**src/rtl/mem_pkg.sv**
```systemverilog
// Shared encodings and helpers for the MEM-stage data-memory access unit.
package mem_pkg;

  localparam logic [3:0] LD_B  = 4'b0000;
  localparam logic [3:0] LD_H  = 4'b0001;
  localparam logic [3:0] LD_W  = 4'b0010;
  localparam logic [3:0] LD_BU = 4'b0100;
  localparam logic [3:0] LD_HU = 4'b0101;

  localparam int NUM_LANES = 4;

  typedef enum logic [1:0] {IDLE, WAIT_RD, DONE} state_e;
  typedef enum logic [1:0] {SZ_B, SZ_H, SZ_W} size_e;

  typedef struct packed {
    logic [NUM_LANES-1:0]      be;
    logic [NUM_LANES-1:0][7:0] wdata;
  } wr_lane_t;

  // Bit 2 only selects signedness, so loads and stores share this decode.
  function automatic size_e size_of(input logic [3:0] op);
    if (op[3])                 return SZ_W;
    else if (op[1:0] == 2'b00) return SZ_B;
    else if (op[1:0] == 2'b01) return SZ_H;
    else                       return SZ_W;
  endfunction

  function automatic logic is_misaligned(input size_e sz, input logic [1:0] off);
    return (sz == SZ_H && off[0]) || (sz == SZ_W && off != 2'b00);
  endfunction

endpackage

```
**src/rtl/load_align.sv**
```systemverilog
// Selects the addressed byte/half lane of a read word and sign/zero-extends it.
module load_align
  import mem_pkg::*;
(
  input  logic [31:0] rdata,
  input  logic [1:0]  offset,
  input  logic [3:0]  ld_op,
  output logic [31:0] result
);

  logic [NUM_LANES-1:0][7:0] lanes;
  logic [7:0]                b;
  logic [15:0]               h;
  logic                      sext;

  assign lanes = rdata;
  assign b     = lanes[offset];
  assign h     = offset[1] ? rdata[31:16] : rdata[15:0];
  assign sext  = ~ld_op[2];

  always_comb begin
    result = rdata;
    case (size_of(ld_op))
      SZ_B:    result = {{24{b[7] & sext}}, b};
      SZ_H:    result = {{16{h[15] & sext}}, h};
      default: result = rdata;
    endcase
  end

endmodule

```
**src/rtl/mem_access_unit.sv**
```systemverilog
// MEM-stage load/store sequencer: req/gnt/rvalid handshake, lane steering, pipeline stall.
// Optional MISALIGN_TRAP_EN adds misalign_o and suppresses misaligned accesses.
module mem_access_unit
  import mem_pkg::*;
#(
  parameter int ADDR_W = 32,
  parameter int DATA_W = 32
) (
  input  logic              clk_i,
  input  logic              rst_i,
  input  logic [31:0]       alu_data_i,
  input  logic [DATA_W-1:0] st_data_i,
  input  logic [3:0]        ld_op_i,
  input  logic              mem_wren_i,
  input  logic              is_load_i,
  output logic              dmem_req_o,
  output logic              dmem_we_o,
  output logic [ADDR_W-1:0] dmem_addr_o,
  output logic [3:0]        dmem_be_o,
  output logic [DATA_W-1:0] dmem_wdata_o,
  input  logic              dmem_gnt_i,
  input  logic              dmem_rvalid_i,
  input  logic [DATA_W-1:0] dmem_rdata_i,
  output logic [DATA_W-1:0] ld_data_o,
  output logic              stall_o
`ifdef MISALIGN_TRAP_EN
  ,
  output logic              misalign_o
`endif
);

  state_e      state, state_n;
  size_e       sz;
  logic [1:0]  off;
  logic        access, bad, req, stall;
  logic [31:0] aligned;
  wr_lane_t    wl;

  assign off    = alu_data_i[1:0];
  assign sz     = size_of(ld_op_i);
  assign access = is_load_i | mem_wren_i;

`ifdef MISALIGN_TRAP_EN
  assign bad        = access & is_misaligned(sz, off);
  assign misalign_o = (state == IDLE) & bad & ~rst_i;
`else
  assign bad = 1'b0;
`endif

  load_align u_align (
    .rdata  (dmem_rdata_i),
    .offset (off),
    .ld_op  (ld_op_i),
    .result (aligned)
  );

  // Misaligned halves/words silently drop the low address bits.
  always_comb begin
    wl = '0;
    case (sz)
      SZ_B: begin
        wl.be    = 4'b0001 << off;
        wl.wdata = {4{st_data_i[7:0]}};
      end
      SZ_H: begin
        wl.be    = off[1] ? 4'b1100 : 4'b0011;
        wl.wdata = {2{st_data_i[15:0]}};
      end
      default: begin
        wl.be    = 4'b1111;
        wl.wdata = st_data_i;
      end
    endcase
  end

  always_comb begin
    state_n = state;
    req     = 1'b0;
    stall   = 1'b0;
    case (state)
      IDLE: if (access && !bad) begin
        req   = 1'b1;
        stall = 1'b1;
        if (dmem_gnt_i) state_n = is_load_i ? WAIT_RD : DONE;
      end
      WAIT_RD: begin
        stall = 1'b1;
        if (dmem_rvalid_i) state_n = DONE;
      end
      DONE:    state_n = IDLE;
      default: state_n = IDLE;
    endcase
    if (rst_i) begin
      req   = 1'b0;
      stall = 1'b0;
    end
  end

  assign dmem_req_o   = req;
  assign dmem_we_o    = req & ~is_load_i;
  assign dmem_addr_o  = req ? {alu_data_i[ADDR_W-1:2], 2'b00} : '0;
  assign dmem_be_o    = req ? wl.be : '0;
  assign dmem_wdata_o = req ? wl.wdata : '0;
  assign stall_o      = stall;

  always_ff @(posedge clk_i) begin
    if (rst_i) begin
      state     <= IDLE;
      ld_data_o <= '0;
    end else begin
      state <= state_n;
      if (state == WAIT_RD && dmem_rvalid_i) ld_data_o <= aligned;
`ifdef MISALIGN_TRAP_EN
      else if (state == IDLE && bad && is_load_i) ld_data_o <= '0;
`endif
    end
  end

endmodule

```
**config.mk**
```make
export PLATFORM = sky130hd
export DESIGN_NAME = mem_access_unit
export DESIGN_NICKNAME = d
export VERILOG_FILES = /design/src/rtl/mem_pkg.sv /design/src/rtl/load_align.sv /design/src/rtl/mem_access_unit.sv
export SDC_FILE = /design/constraint.sdc
export NUM_CORES = 1
export LEC_CHECK = 0
export ABC_AREA = 0
export ABC_CLOCK_PERIOD_IN_PS = 1800
export CAP_MARGIN = 40
export CELL_PAD_IN_SITES_DETAIL_PLACEMENT = 0
export CELL_PAD_IN_SITES_GLOBAL_PLACEMENT = 1
export CORE_UTILIZATION = 19
export DETAILED_ROUTE_END_ITERATION = 12
export HOLD_SLACK_MARGIN = 0.06
export PLACE_DENSITY = 0.78
export SYNTH_ARGS = -nofsm -noshare
export SYNTH_HDL_FRONTEND = slang
export SYNTH_SLANG_ARGS = --single-unit
```
**constraint.sdc**
```tcl
create_clock -name clk_i -period 1.8 [get_ports clk_i]
set_input_delay 0.36 -clock clk_i [delete_from_list [all_inputs] [get_ports clk_i]]
set_output_delay 0.36 -clock clk_i [all_outputs]
set_load 0.01 [all_outputs]
```
# Word level (Yosys, flattened, before mapping)
# Index checks and enable logic that the tools add are counted.
# W data, S select, Z words.
# word_totals
ff_bits,34
latchBits,0
mem_bits_rw,0
romBits,0
input_bits,106
output_inout_bits,103
wordCells,43
mem_count,0
# op_classes
add_sub_neg,0
mul,0
div_mod_pow,0
n_lt_le_gt_ge,1
eq_ne,6
shift,1
n_mux,22
n_bitwise,6
reduce_logical,5
# op_table
cell,n
$pmux W36 S2,1
$mux W32,2
$pmux W32 S2,1
$bmux W8 S2,1
$mux W16,1
$mux W2,7
$mux W4,2
$mux W8,1
$eq A2 B1 Y1 const B,3
$logic_not A2 Y1,3
$ne A2 B2 Y1 const B,3
$mux W1,4
$pmux W2 S2,1
$shl A1 B2 Y4 const A,1
$and A1 B1 Y1,3
$lt A2 B3 Y1 const B,1
$reduce_and A3 Y1,1
$not A1 Y1,2
$pmux W1 S2,1
$logic_and A1 B1 Y1,1
$or A1 B1 Y1,1

# Longest topological paths before layout
# logic_depth
depth_word,7
depth_mapped,7
mapped_depth_nobuf,4

# Hierarchy
# Synthesis repeated with hierarchy kept, for this count alone.
# unflattened
hier_cells,423
hier_area_um2,2812.7
# by_module_without_submodules
module,instances,cells_each,area_per_inst_um2,seq_area_each_um2
mem_access_unit,1,293,1999.4,680.7
load_align,1,130,813.3,0.0

# Least setup slack after synthesis
# Ideal clock, no wire load.
# synth_timing
path_type,input to output
from,input port rst_i
to,output port dmem_be_o[1]
t_arrival_ns,1.549
required_ns,1.440
setup_slack_ns,-0.109
path_stages,5
path_buffers,2
path_cell_list,or2_1 > or3_1 > buf_2 > buf_1 > a21oi_1
# synth_via
elab_chain_len,2
# synth_rtl
item,line_no,text
start: declaration,mem_access_unit.sv:10,"input logic rst_i,"
$mux W1,mem_access_unit.sv:93,if (rst_i) begin
$mux W4,mem_access_unit.sv:102,assign dmem_be_o = req ? wl.be : '0;
end: declaration,mem_access_unit.sv:19,"output logic [3:0] dmem_be_o,"
# No other way between the ends.

# Final worst setup path
# layout_timing
from,register state[1]
to,output port dmem_wdata_o[30]
# layout_via
elab_chain_len,4
# layout_rtl
item,line_no,text
start: declaration,mem_access_unit.sv:32,"state_e state, state_n;"
start signal: assignment,mem_access_unit.sv:111,state <= state_n;
$logic_not A2 Y1,mem_access_unit.sv:80,case (state)
$mux W1,mem_access_unit.sv:80,
$mux W1,mem_access_unit.sv:93,
$mux W32,mem_access_unit.sv:103,assign dmem_wdata_o = req ? wl.wdata : '0;
end: declaration,mem_access_unit.sv:20,"output logic [DATA_W-1:0] dmem_wdata_o,"
# No other way between the ends.

==> run metrics <==
die width between 100 and 150 um; Sw Share 0.292; sequential power share 0.271; most numerous cell on the critical path buf_12; clk_lat worst skew between 0.2 and 0.3 ns; Root Buffer clkbuf_16; syn_area_per_cell between 7 and 8 sq um; DRC 0; Worst Path Max Fanout 6; Main synth FF type dfxtp_1; power share of the clock group 0.290; number of global-route vias before repair around 3,700; Worst EP required 1.44 ns; simple-gate share of the synthesized area 0.317; WL/cell 16.4 um; proportion of synthesized area in mux cells 0.0626; vias post-DR between 3,000 and 4,000; status finished with violations; cells along the critical path or2_1 > or3_4 > buf_12 > buf_12 > a211oi_2 > buf_2; Switch Pwr roughly 0.87 mW; register bit total from synthesis 34; antenna cell count 0; # Max-Cap Violations 0; CTS tree done; clock edge transition at the registers on the reported setup and hold paths approximately 0.05 ns; f_max 0.459 GHz; slowest stage delay, CP 0.40 ns; Mapped Area around 2500 sq um; WS Path Type register to primary output; share of post-route cells with drive strength above 1 0.393; die area ~14,000 sq um; RSZ-0062 raised after global routing true; Final period util 1.21; final estimated routing congestion in global placement 0.817; Rows between 40 and 50; aggregate global routing overflow 0; yosys warns 0; I/O pin total ~210; post-route ant nets 0; ys async rst share 0; Port Buf Inserts 206; Max Clock Skew 0.00481 ns; # nets final around 720; sequential fraction of the synthesis area 0.268; initial detailed-routing violation count 157; total clock sinks 34; Synth Area in Compound Gates 0.273; adder-cell share of the synthesized area 0; Arr. time, crit path 1.82 ns; largest net degree at the start of global routing 38; Final Hold Viols 0; Final WS setup -0.377 ns; hold_ws approximately 0.5 ns; overall track demand over capacity in global routing 0.175; first-pass GRT wire length ~19,000 um; H-tree levels 2; failing checks negative setup slack; Post-synth top cells nand2_1 (56), nor2_1 (50), and2_1 (38), dfxtp_1 (34), a211oi_1 (32); static leakage approximately 2.5 nW; DP HPWL roughly 9300 um; critical path capture point type primary output; leading area contributor after synthesis dfxtp_1; Synth area leaders dfxtp_1 (27%), a211oi_1 (9.5%), and2_1 (9.4%), nand2_1 (8.3%), nor2_1 (7.4%); Worst setup SP type register; Post-synth EDFFs 0; CORE AREA roughly 13,000 sq um; DRT Pass-1 Iters 4; CP max-delay cell or3_4; initial antenna violation count 0; Syn-to-layout area delta 132%; power share of the combinational group 0.439; most frequent cell after synthesis nand2_1; CP delay by family, top simple AND/OR/NAND/NOR gates; drt total wl 13,000 um; Synth top area share 0.268; main combinational cell family by area after synthesis simple AND/OR/NAND/NOR gates; cts bufs inserted 5; Post-Synthesis Cells 362; worst vdd ir 0.000293 V; max-slew violation count 0; Max clock buf depth 2; Hold Path Class register to register; R2R Setup Slk 0.31 ns; fin crit period 2.18 ns; Initial Util 0.198; Power Density 504 nW/um^2; cell internal pwr between 2 and 2.5 mW; Synth Area in XOR/XNOR 0; DR vias/cell ~4.6; DP Worst Slack -0.890 ns; synth unique cells 43; Final Setup Violations 68; Buf+Inv Stages, Crit Path 3; Die Ht around 120 um
## metal layers
| metal | wire length (um) | track usage | up-vias |
|---|---|---|---|
| met5 | 0 | 0 | - |
| met4 | 238 | 0.0497 | 0 |
| met3 | 856 | 0.0392 | 17 |
| met2 | 6630 | 0.316 | 160 |
| li1 | - | - | 1778 |
| met1 | 5240 | 0.206 | 1695 |
## worst register-to-register path: stages (launching register included)
cell	delay [ns]
dfxtp_1	0.34
buf_4	0.14
nand2_1	0.06
or2_2	0.33
a21oi_4	0.22
clkbuf_16	0.21
a211oi_1	0.07
## layout make-up
cell class                      count  area [sq um]
Multi-Input combinational cell    289          1940
Clock inverter                      2          12.5
Clock buffer                        6           139
Sequential cell                    34           682
Tap cell                          172           215
Timing Repair Buffer              285          2880
Fill cell                        1248          6940
Inverter                            3          23.8
## sequential cells by signal, summed over array words and instances, names as in the netlist
name and count:
ld_data_o 32, state 2
## cell families after synthesis
kind of cell,after synthesis
flops,34
compound gates,102
buf+inv,40
simple gates,171
mux,14
other cells,1
## path summary, 6_finish.rpt
check                        startpoint                         end  depth (start not counted)
max reg2reg       state[0]$_SDFFE_PP0P_  ld_data_o[23]$_SDFFE_PP0P_                          6
max               state[1]$_SDFFE_PP0P_            dmem_wdata_o[30]                          6
min          ld_data_o[20]$_SDFFE_PP0P_  ld_data_o[20]$_SDFFE_PP0P_                          2
min reg2reg  ld_data_o[20]$_SDFFE_PP0P_  ld_data_o[20]$_SDFFE_PP0P_                          2
## power groups by stage
stage | registers (mW) | clock network, mW | logic [mW]
6_report | 0.804 | 0.862 | 1.30
5_1_grt | 0.806 | 0.915 | 1.38
4_1_cts | 0.804 | 0.884 | 1.24
3_5_place_dp | 0.819 | 0 | 1.09
3_3_place_gp | 0.819 | 0 | 1.08
2_1_floorplan | 0.831 | 0 | 0.405
## per-stage QoR
step / area (sq um) / utilization / power (mW) / setup TNS [ns] / cells
after floorplan: 2620 / - / 1.24 / -0.136 / 363
after global placement: 5150 / 0.402 / 1.90 / -71.68 / 754
after detailed placement: 5150 / 0.402 / 1.91 / -73.74 / 754
after CTS: 5640 / 0.440 / 2.93 / -21.14 / 781
after global routing: 5890 / 0.459 / 3.10 / -21.59 / 791
final: 5890 / 0.459 / 2.97 / -18.51 / 791
## placed cells by master (no fill, tap or decap), drive strengths merged, types with 2 or more instances in the layout
cell and instances:
buf 143, clkdlybuf4s50 127, nand2 56, nor2 50
and2 38, dfxtp 34, a211oi 32, a21oi 28
o21ai 15, clkbuf 11, mux2i 8, a221oi 8
nand3 6, nor3 6, mux2 5, a31o 4
a22oi 4, and3 4, a311oi 4, dlymetal6s2s 3
clkdlybuf4s15 3, or2 3, nand2b 2, inv 2
a21o 2, conb 2, bufbuf 2, dlygate4sd2 2
clkinv 2
## repair_timing
| action | 4_1_cts | 5_1_grt |
|---|---|---|
| buffers inserted | 13 | 14 |
| hold buffers | 0 | 0 |
| endpoints found under the setup margin | 97 | 94 |
| gates resized for setup | 371 | 70 |
| pin swaps | 29 | 15 |
| gates cloned | 6 | 1 |
Power figures use the tool's default switching activity.
